===== src/rtl/tengbe_txsnap_seq.sv =====
// tengbe_txsnap_seq: capture sequencer for the 10GbE TX snapshot path.
// Software arms through ctrl_in, the sequencer waits for a trigger and then
// writes a contiguous run of TX words into the snapshot BRAM, reporting
// progress on status_out.
// Optional feature macro: TXSNAP_STOP_EOF_EN (ctrl_in[3] ends capture on the
// written end-of-frame word). Without it ctrl_in[3] is ignored.
//
// state     | meaning
// ----------+------------------------------------------------------------
// S_IDLE    | out of reset, nothing armed
// S_ARMED   | armed, waiting for trigger (immediate or frame start)
// S_CAPTURE | writing qualified TX words to the BRAM
// S_DONE    | buffer full (or EOF stop), holds until the next arm edge
module tengbe_txsnap_seq #(
  parameter int ADDR_W = 11,
  parameter int DATA_W = 64
) (
  input  logic              user_clk,
  input  logic              user_rst_n,
  input  logic [31:0]       ctrl_in,
  input  logic [DATA_W-1:0] tx_data,
  input  logic              tx_valid,
  input  logic              tx_eof,
  output logic [ADDR_W-1:0] bram_addr,
  output logic [DATA_W-1:0] bram_data,
  output logic              bram_we,
  output logic [31:0]       status_out
);

  typedef enum logic [1:0] {
    S_IDLE    = 2'd0,
    S_ARMED   = 2'd1,
    S_CAPTURE = 2'd2,
    S_DONE    = 2'd3
  } state_t;

  localparam logic [ADDR_W:0] DEPTH   = {1'b1, {ADDR_W{1'b0}}};
  localparam logic [ADDR_W:0] CNT_ONE = (ADDR_W+1)'(1);

  state_t            state_q, state_d;
  logic [ADDR_W:0]   count_q, count_d, count_inc;
  logic              arm_q;
  logic              sof_flag_q;
  logic              arm_rise, frame_start, trig, wq, eof_stop, wr_en;
  logic [31:0]       status_d;

`ifdef TXSNAP_STOP_EOF_EN
  logic unused_ctrl;
  assign unused_ctrl = ^ctrl_in[31:4];
  assign eof_stop    = ctrl_in[3] & tx_valid & tx_eof;
`else
  logic unused_ctrl;
  assign unused_ctrl = ^ctrl_in[31:3];
  assign eof_stop    = 1'b0;
`endif

  // trigger / qualifier decode; trig_sel and we_sel act on the current cycle
  assign arm_rise    = ctrl_in[0] & ~arm_q;
  assign frame_start = tx_valid & sof_flag_q;
  assign trig        = ctrl_in[1] ? frame_start : 1'b1;
  assign wq          = ctrl_in[2] ? tx_valid : 1'b1;
  assign count_inc   = (count_q == DEPTH) ? count_q : count_q + CNT_ONE;

  // next state, write request and count; an arm edge overrides everything
  always_comb begin
    state_d = state_q;
    count_d = count_q;
    wr_en   = 1'b0;
    if (arm_rise) begin
      state_d = S_ARMED;
      count_d = '0;
    end else begin
      case (state_q)
        S_ARMED: begin
          if (trig) begin
            state_d = S_CAPTURE;
            wr_en   = wq;
          end
        end
        S_CAPTURE: wr_en = wq;
        default:   wr_en = 1'b0;
      endcase
      if (wr_en) begin
        count_d = count_inc;
        if ((count_inc == DEPTH) || eof_stop) begin
          state_d = S_DONE;
        end
      end
    end
  end

  // status is built from next-state values so it lands with the final write
  always_comb begin
    status_d             = '0;
    status_d[31]         = (state_d == S_DONE);
    status_d[30]         = (state_d == S_ARMED) || (state_d == S_CAPTURE);
    status_d[ADDR_W:0]   = count_d;
  end

  // state, frame tracking, BRAM write port and status registers
  always_ff @(posedge user_clk or negedge user_rst_n) begin
    if (!user_rst_n) begin
      state_q    <= S_IDLE;
      count_q    <= '0;
      arm_q      <= 1'b0;
      sof_flag_q <= 1'b1;
      bram_we    <= 1'b0;
      bram_addr  <= '0;
      bram_data  <= '0;
      status_out <= '0;
    end else begin
      state_q    <= state_d;
      count_q    <= count_d;
      arm_q      <= ctrl_in[0];
      if (tx_valid) begin
        sof_flag_q <= tx_eof;
      end
      bram_we    <= wr_en;
      if (wr_en) begin
        bram_addr <= count_q[ADDR_W-1:0];
        bram_data <= tx_data;
      end
      status_out <= status_d;
    end
  end

endmodule

===== config.mk =====
export PLATFORM = sky130hd
export DESIGN_NAME = tengbe_txsnap_seq
export DESIGN_NICKNAME = d
export VERILOG_FILES = /design/src/rtl/tengbe_txsnap_seq.sv
export SDC_FILE = /design/constraint.sdc
export NUM_CORES = 1
export LEC_CHECK = 0
export BUFFER_PORTS_ARGS = -buffer_cell sky130_fd_sc_hd__buf_2
export CORE_MARGIN = 10
export CORE_UTILIZATION = 40
export DETAILED_ROUTE_END_ITERATION = 12
export PLACE_DENSITY = 0.79
export SYNTH_ARGS = -nofsm -noshare
export SYNTH_HDL_FRONTEND = slang
export SYNTH_SLANG_ARGS = --single-unit

===== constraint.sdc =====
create_clock -name user_clk -period 2.7 [get_ports user_clk]
set_clock_uncertainty 0.1 [all_clocks]
set_input_delay 0.27 -clock user_clk [delete_from_list [all_inputs] [get_ports user_clk]]
set_output_delay 0.27 -clock user_clk [all_outputs]
set_load 0.01 [all_outputs]

# Word-level counts from Yosys, hierarchy flattened
# Index checks and enable logic that the tools add are counted.
[classes]
order_cmp = 0
multipliers = 0
n_eq_ne = 7
n_shift = 0
mux = 14
div_mod_pow = 0
add_sub_neg = 1
bitwise = 3
reduce_logical = 1
[ops]
columns = ["cell", "n"]
rows = [
  ["12-bit two-way mux", 3],
  ["12-bit == test, second input constant", 2],
  ["12-bit by 1-bit adder with 12-bit output, second input constant", 1],
  ["2-bit two-way mux", 5],
  ["2-bit == test, second input constant", 3],
  ["1-bit two-way mux", 5],
  ["2-bit by 1-bit == test with 1-bit output, second input constant", 2],
  ["1-bit AND", 2],
  ["1-bit one-hot mux with 2 select lines", 1],
  ["1-bit logical OR", 1],
  ["1-bit NOT", 1],
]
[word_totals]
mem_bits_ro = 0
ff_bits = 106
wordCells = 34
output_inout_bits = 108
latch_bits = 0
inputBits = 100
memories = 0
ram_bits = 0

# Longest topological paths before layout
[depth]
ltp_word = 9
depth_mapped = 10
ltp_nobuf = 8

# Least setup slack after synthesis
# No wires, ideal clock.
[synth_path]
path_kind = "register to register"
from = "register count_q[0]"
to = "register status_out[30]"
setup_time_ns = 0.126
path_buffers = 1
required_time_ns = 2.474
stages_incl_launch_ff = 9
slack_ns = 0.267
arrival_time_ns = 2.207
period_less_slack_ns = 2.433
path_cell_list = "dfrtp_1 ha_1 buf_6 a2111oi_1 a31oi_1 a2111oi_2 o2111ai_1 a31oi_1 ha_1"
[synth_between]
elab_chain_cells = 8
word_cells_on_any_way = 10
classes_between = "add/sub (1); eq/ne (4); mux (4); reduce/logical (1)"
[synth_rtl]
columns = ["element", "line", "rtl"]
rows = [
  ["from (decl)", "41", "logic [ADDR_W:0] count_q, count_d, count_inc;"],
  ["from (signal assigned)", "113", "count_q <= count_d;"],
  ["12-bit by 1-bit adder with 12-bit output / 12-bit == test (equally long branches)", "62", "assign count_inc = (count_q == DEPTH) ? count_q : count_q + CNT_ONE;"],
  ["12-bit two-way mux (*)", "62", ""],
  ["12-bit == test (*)", "85", "if ((count_inc == DEPTH) || eof_stop) begin"],
  ["2-bit two-way mux (*)", "85", ""],
  ["2-bit two-way mux (*)", "83", "if (wr_en) begin"],
  ["2-bit two-way mux (*)", "69", "if (arm_rise) begin"],
  ["via state_d[1]", "40", "state_t state_q, state_d;"],
  ["2-bit by 1-bit == test with 1-bit output / 2-bit == test (equally long branches)", "96", "status_d[30] = (state_d == S_ARMED) || (state_d == S_CAPTURE);"],
  ["1-bit logical OR (*)", "96", ""],
  ["via status_d[30]", "45", "logic [31:0] status_d;"],
  ["to (signal assigned)", "123", "status_out <= status_d;"],
  ["to (decl)", "27", "output logic [31:0] status_out"],
]
# Mark *: on every way through the listed nets, which the timed path passes. The rest lies on a longest branch.
# A chain may end at the register's enable or synchronous reset.

# Worst setup path after layout
[layout_path]
from = "register count_q[2]"
to = "register status_out[30]"
# The elaborated chain is that of the path after synthesis.

==> results_dict.tcl <==
set metrics [dict create \
    via_per_inst 4.62 \
    io_pins 208 \
    grt_max_degree 84 \
    clk_pin_slew_ns 0.08 \
    grt_pass1_vias 3884 \
    period_minus_slack_ns 2.51 \
    grt_pass1_wl_mm 19.5 \
    outcome "finished with violations" \
    synth_cell_types 40 \
    ys_warn_count 0 \
    syn_area_um2 4090 \
    setup-violations-final 0 \
    netlist.area_leader.share 0.569 \
    wl_per_cell_um 15.0 \
    finalHoldViolations 2 \
    period_share 0.930 \
    fmax_mhz 398 \
    antenna_found_initial 1 \
    crit_path_end_kind "flip-flop" \
    finalNonFillerCells 788 \
    hp-class "in -> async" \
    cp_data_arrival_time_ns 2.64 \
    firstDrtPassIters 4 \
    dp.cells 729 \
    core_um2 9860 \
    grt_use_total 0.161 \
    final_common_cell "nand2_1" \
    fin_setup_tns_ns 0 \
    rsz0062_at_grt "no" \
    cts_sinks 94 \
    cts_buffers 9 \
    ys_seq_elements 94 \
    final_max_slew_viol_count 0 \
    cts_tree "yes" \
    synthArstFlopShare 1.00 \
    cap_violations 0 \
    worst-setup-path-type "reg -> reg" \
    irDropWorstVdd_uv 425 \
    die_h_um 121 \
    globalplace.congestion 0.836 \
    worstSkewPairLatency_ns 0.35 \
    die_w_um 121 \
    critPathRequiredTime_ns 2.83 \
    wirelength_mm 11.8 \
    max_slew_margin 0.320 \
    syn_to_final_growth_pct 36.6 \
    ant_nets 0 \
    dp_hpwl_mm 8.10 \
    power_w 0.00530 \
    drc_errors 0 \
    dp_slack_ns 0.174 \
    vias 3642 \
    synth_top_cell_by_area "dfrtp_1" \
    power_density_nw_per_um2 948 \
    layout_setup_ws_ns 0.190 \
    max-clock-path-buffers 2 \
    rr_startpoint "count_q[2]$_DFFE_PN0P_" \
    reg2reg_depth 6 \
    h-tree-depth 3 \
    startpoint_type "flip-flop" \
    synth_ff_type "dfrtp_1" \
    num-nets-final 754 \
    layout_common_cells "224 x nand2_1, 159 x buf_2, 93 x dfrtp_1" \
    violations "negative hold slack" \
    worstPathMaxFanout 12 \
    rr_endpoint "status_out[30]$_DFF_PN0_" \
    p_leak_nw 3.12 \
    yosysSeqAreaShare 0.575 \
    tightest_slew_ns 1.02 \
    syn_inst 453 \
    start_util 0.415 \
    cts-root-buf "clkbuf_8" \
    hold_ws_ns -0.00904 \
    drive_above_1_share 0.300 \
    synth_area_leaders "dfrtp_1 57%, nand2_1 21%, buf_4 4.8%, xnor2_1 1.9%, ha_1 1.5%" \
    grt.overflow.total 0 \
    synth.avg_cell_area_um2 9.03 \
    reg2reg_setup_slack_ns 0.19 \
    port_buffers 160 \
    die_area_um2 14700 \
    initialDrtViolationCount 190 \
    synth_edf_count 0 \
    rows 36 \
]
worst max path at each step:
stage                                 from                        to  slack, ns
floorplan           count_q[0]$_DFFE_PN0P_  status_out[30]$_DFF_PN0_       0.27
global placement    count_q[0]$_DFFE_PN0P_  status_out[30]$_DFF_PN0_       0.26
detailed placement  count_q[0]$_DFFE_PN0P_  status_out[30]$_DFF_PN0_       0.17
CTS                 count_q[0]$_DFFE_PN0P_  status_out[30]$_DFF_PN0_       0.15
global route        count_q[0]$_DFFE_PN0P_  status_out[30]$_DFF_PN0_       0.02
finish              count_q[2]$_DFFE_PN0P_  status_out[30]$_DFF_PN0_       0.19
routing by layer:
layer | vias to the layer above | track usage | routed length [um]
met2 | 150 | 0.276 | 5920
met5 | - | 0 | 0
met1 | 1704 | 0.178 | 4530
met3 | 22 | 0.0512 | 1080
li1 | 1766 | - | -
met4 | 0 | 0.0724 | 294
power breakdown:
| group | leakage (nW) | switching [W] | internal (W) |
|---|---|---|---|
| Combinational | 1.81 | 0.00127 | 0.000814 |
| Sequential | 1.20 | 0.000279 | 0.00193 |
| Clock | 0.106 | 0.000475 | 0.000521 |
| Total | 3.12 | 0.00203 | 0.00327 |
Yosys cell counts (all sizes together), types with 2 or more instances:
cell type  count
or2            2
nand2        224
a31oi          2
and3           2
clkbuf        10
nor2          12
mux2i          2
inv            8
or3            2
xnor2          9
a21oi          4
nor2b          2
o31ai          3
nand4          2
o21ai          9
nor4           4
dfrtp         93
a2111oi        2
nor3           6
buf           33
nand3          4
xor2           2
ha             5
kinds of logic (layout without fill, tap and decap cells):
kind of cell | Yosys count | in the layout | synth area share
other cells | 1 | 19 | 0.000917
mux | 3 | 3 | 0.00765
compound gates | 24 | 24 | 0.0404
flops | 94 | 94 | 0.575
xor+xnor | 11 | 11 | 0.0236
buf+inv | 52 | 236 | 0.0771
fa+ha+maj | 5 | 5 | 0.0153
simple gates | 263 | 263 | 0.260
what timing repair did:
action	in CTS	in global routing
setup endpoints to repair	0	2
gates resized for setup	0	2
hold buffers	41	0
buffers inserted	0	1
endpoints found under the hold margin	41	0
final cells by class:
| class | instances | area (um^2) |
|---|---|---|
| antenna | 1 | 2.50 |
| timing repair buffer | 211 | 1310 |
| tap | 133 | 166 |
| sequential | 94 | 2350 |
| clock inverter | 6 | 86.3 |
| inverter | 9 | 35.0 |
| fill | 841 | 4280 |
| clock buffer | 10 | 128 |
| multi-input combinational | 324 | 1500 |
critical path: stages (launching register included):
cell and delay (ns):
dfrtp_1 0.59, nand3_1 0.33, or2_1 0.40, o31ai_2 0.25, o2111ai_1 0.22, a31oi_1 0.25, ha_1 0.27
sequential cells by signal, indices dropped and copies added (netlist names):
name	count
bram_we	1
count_q	11
status_out	3
bram_data	64
state_q	2
bram_addr	11
arm_q	1
sof_flag_q	1
metrics by stage:
stage | instance area [um^2] | utilization | hold slack [ns]
6_report | 5590 | 0.566 | -0.00904
5_1_grt | 5590 | 0.566 | 0.0110
4_1_cts | 5560 | 0.564 | 0.000437
3_5_place_dp | 4940 | 0.500 | 0.296
3_3_place_gp | 4940 | 0.500 | 0.292
2_1_floorplan | 4150 | - | -0.126
No activity file was read; power rests on OpenSTA's default activity.
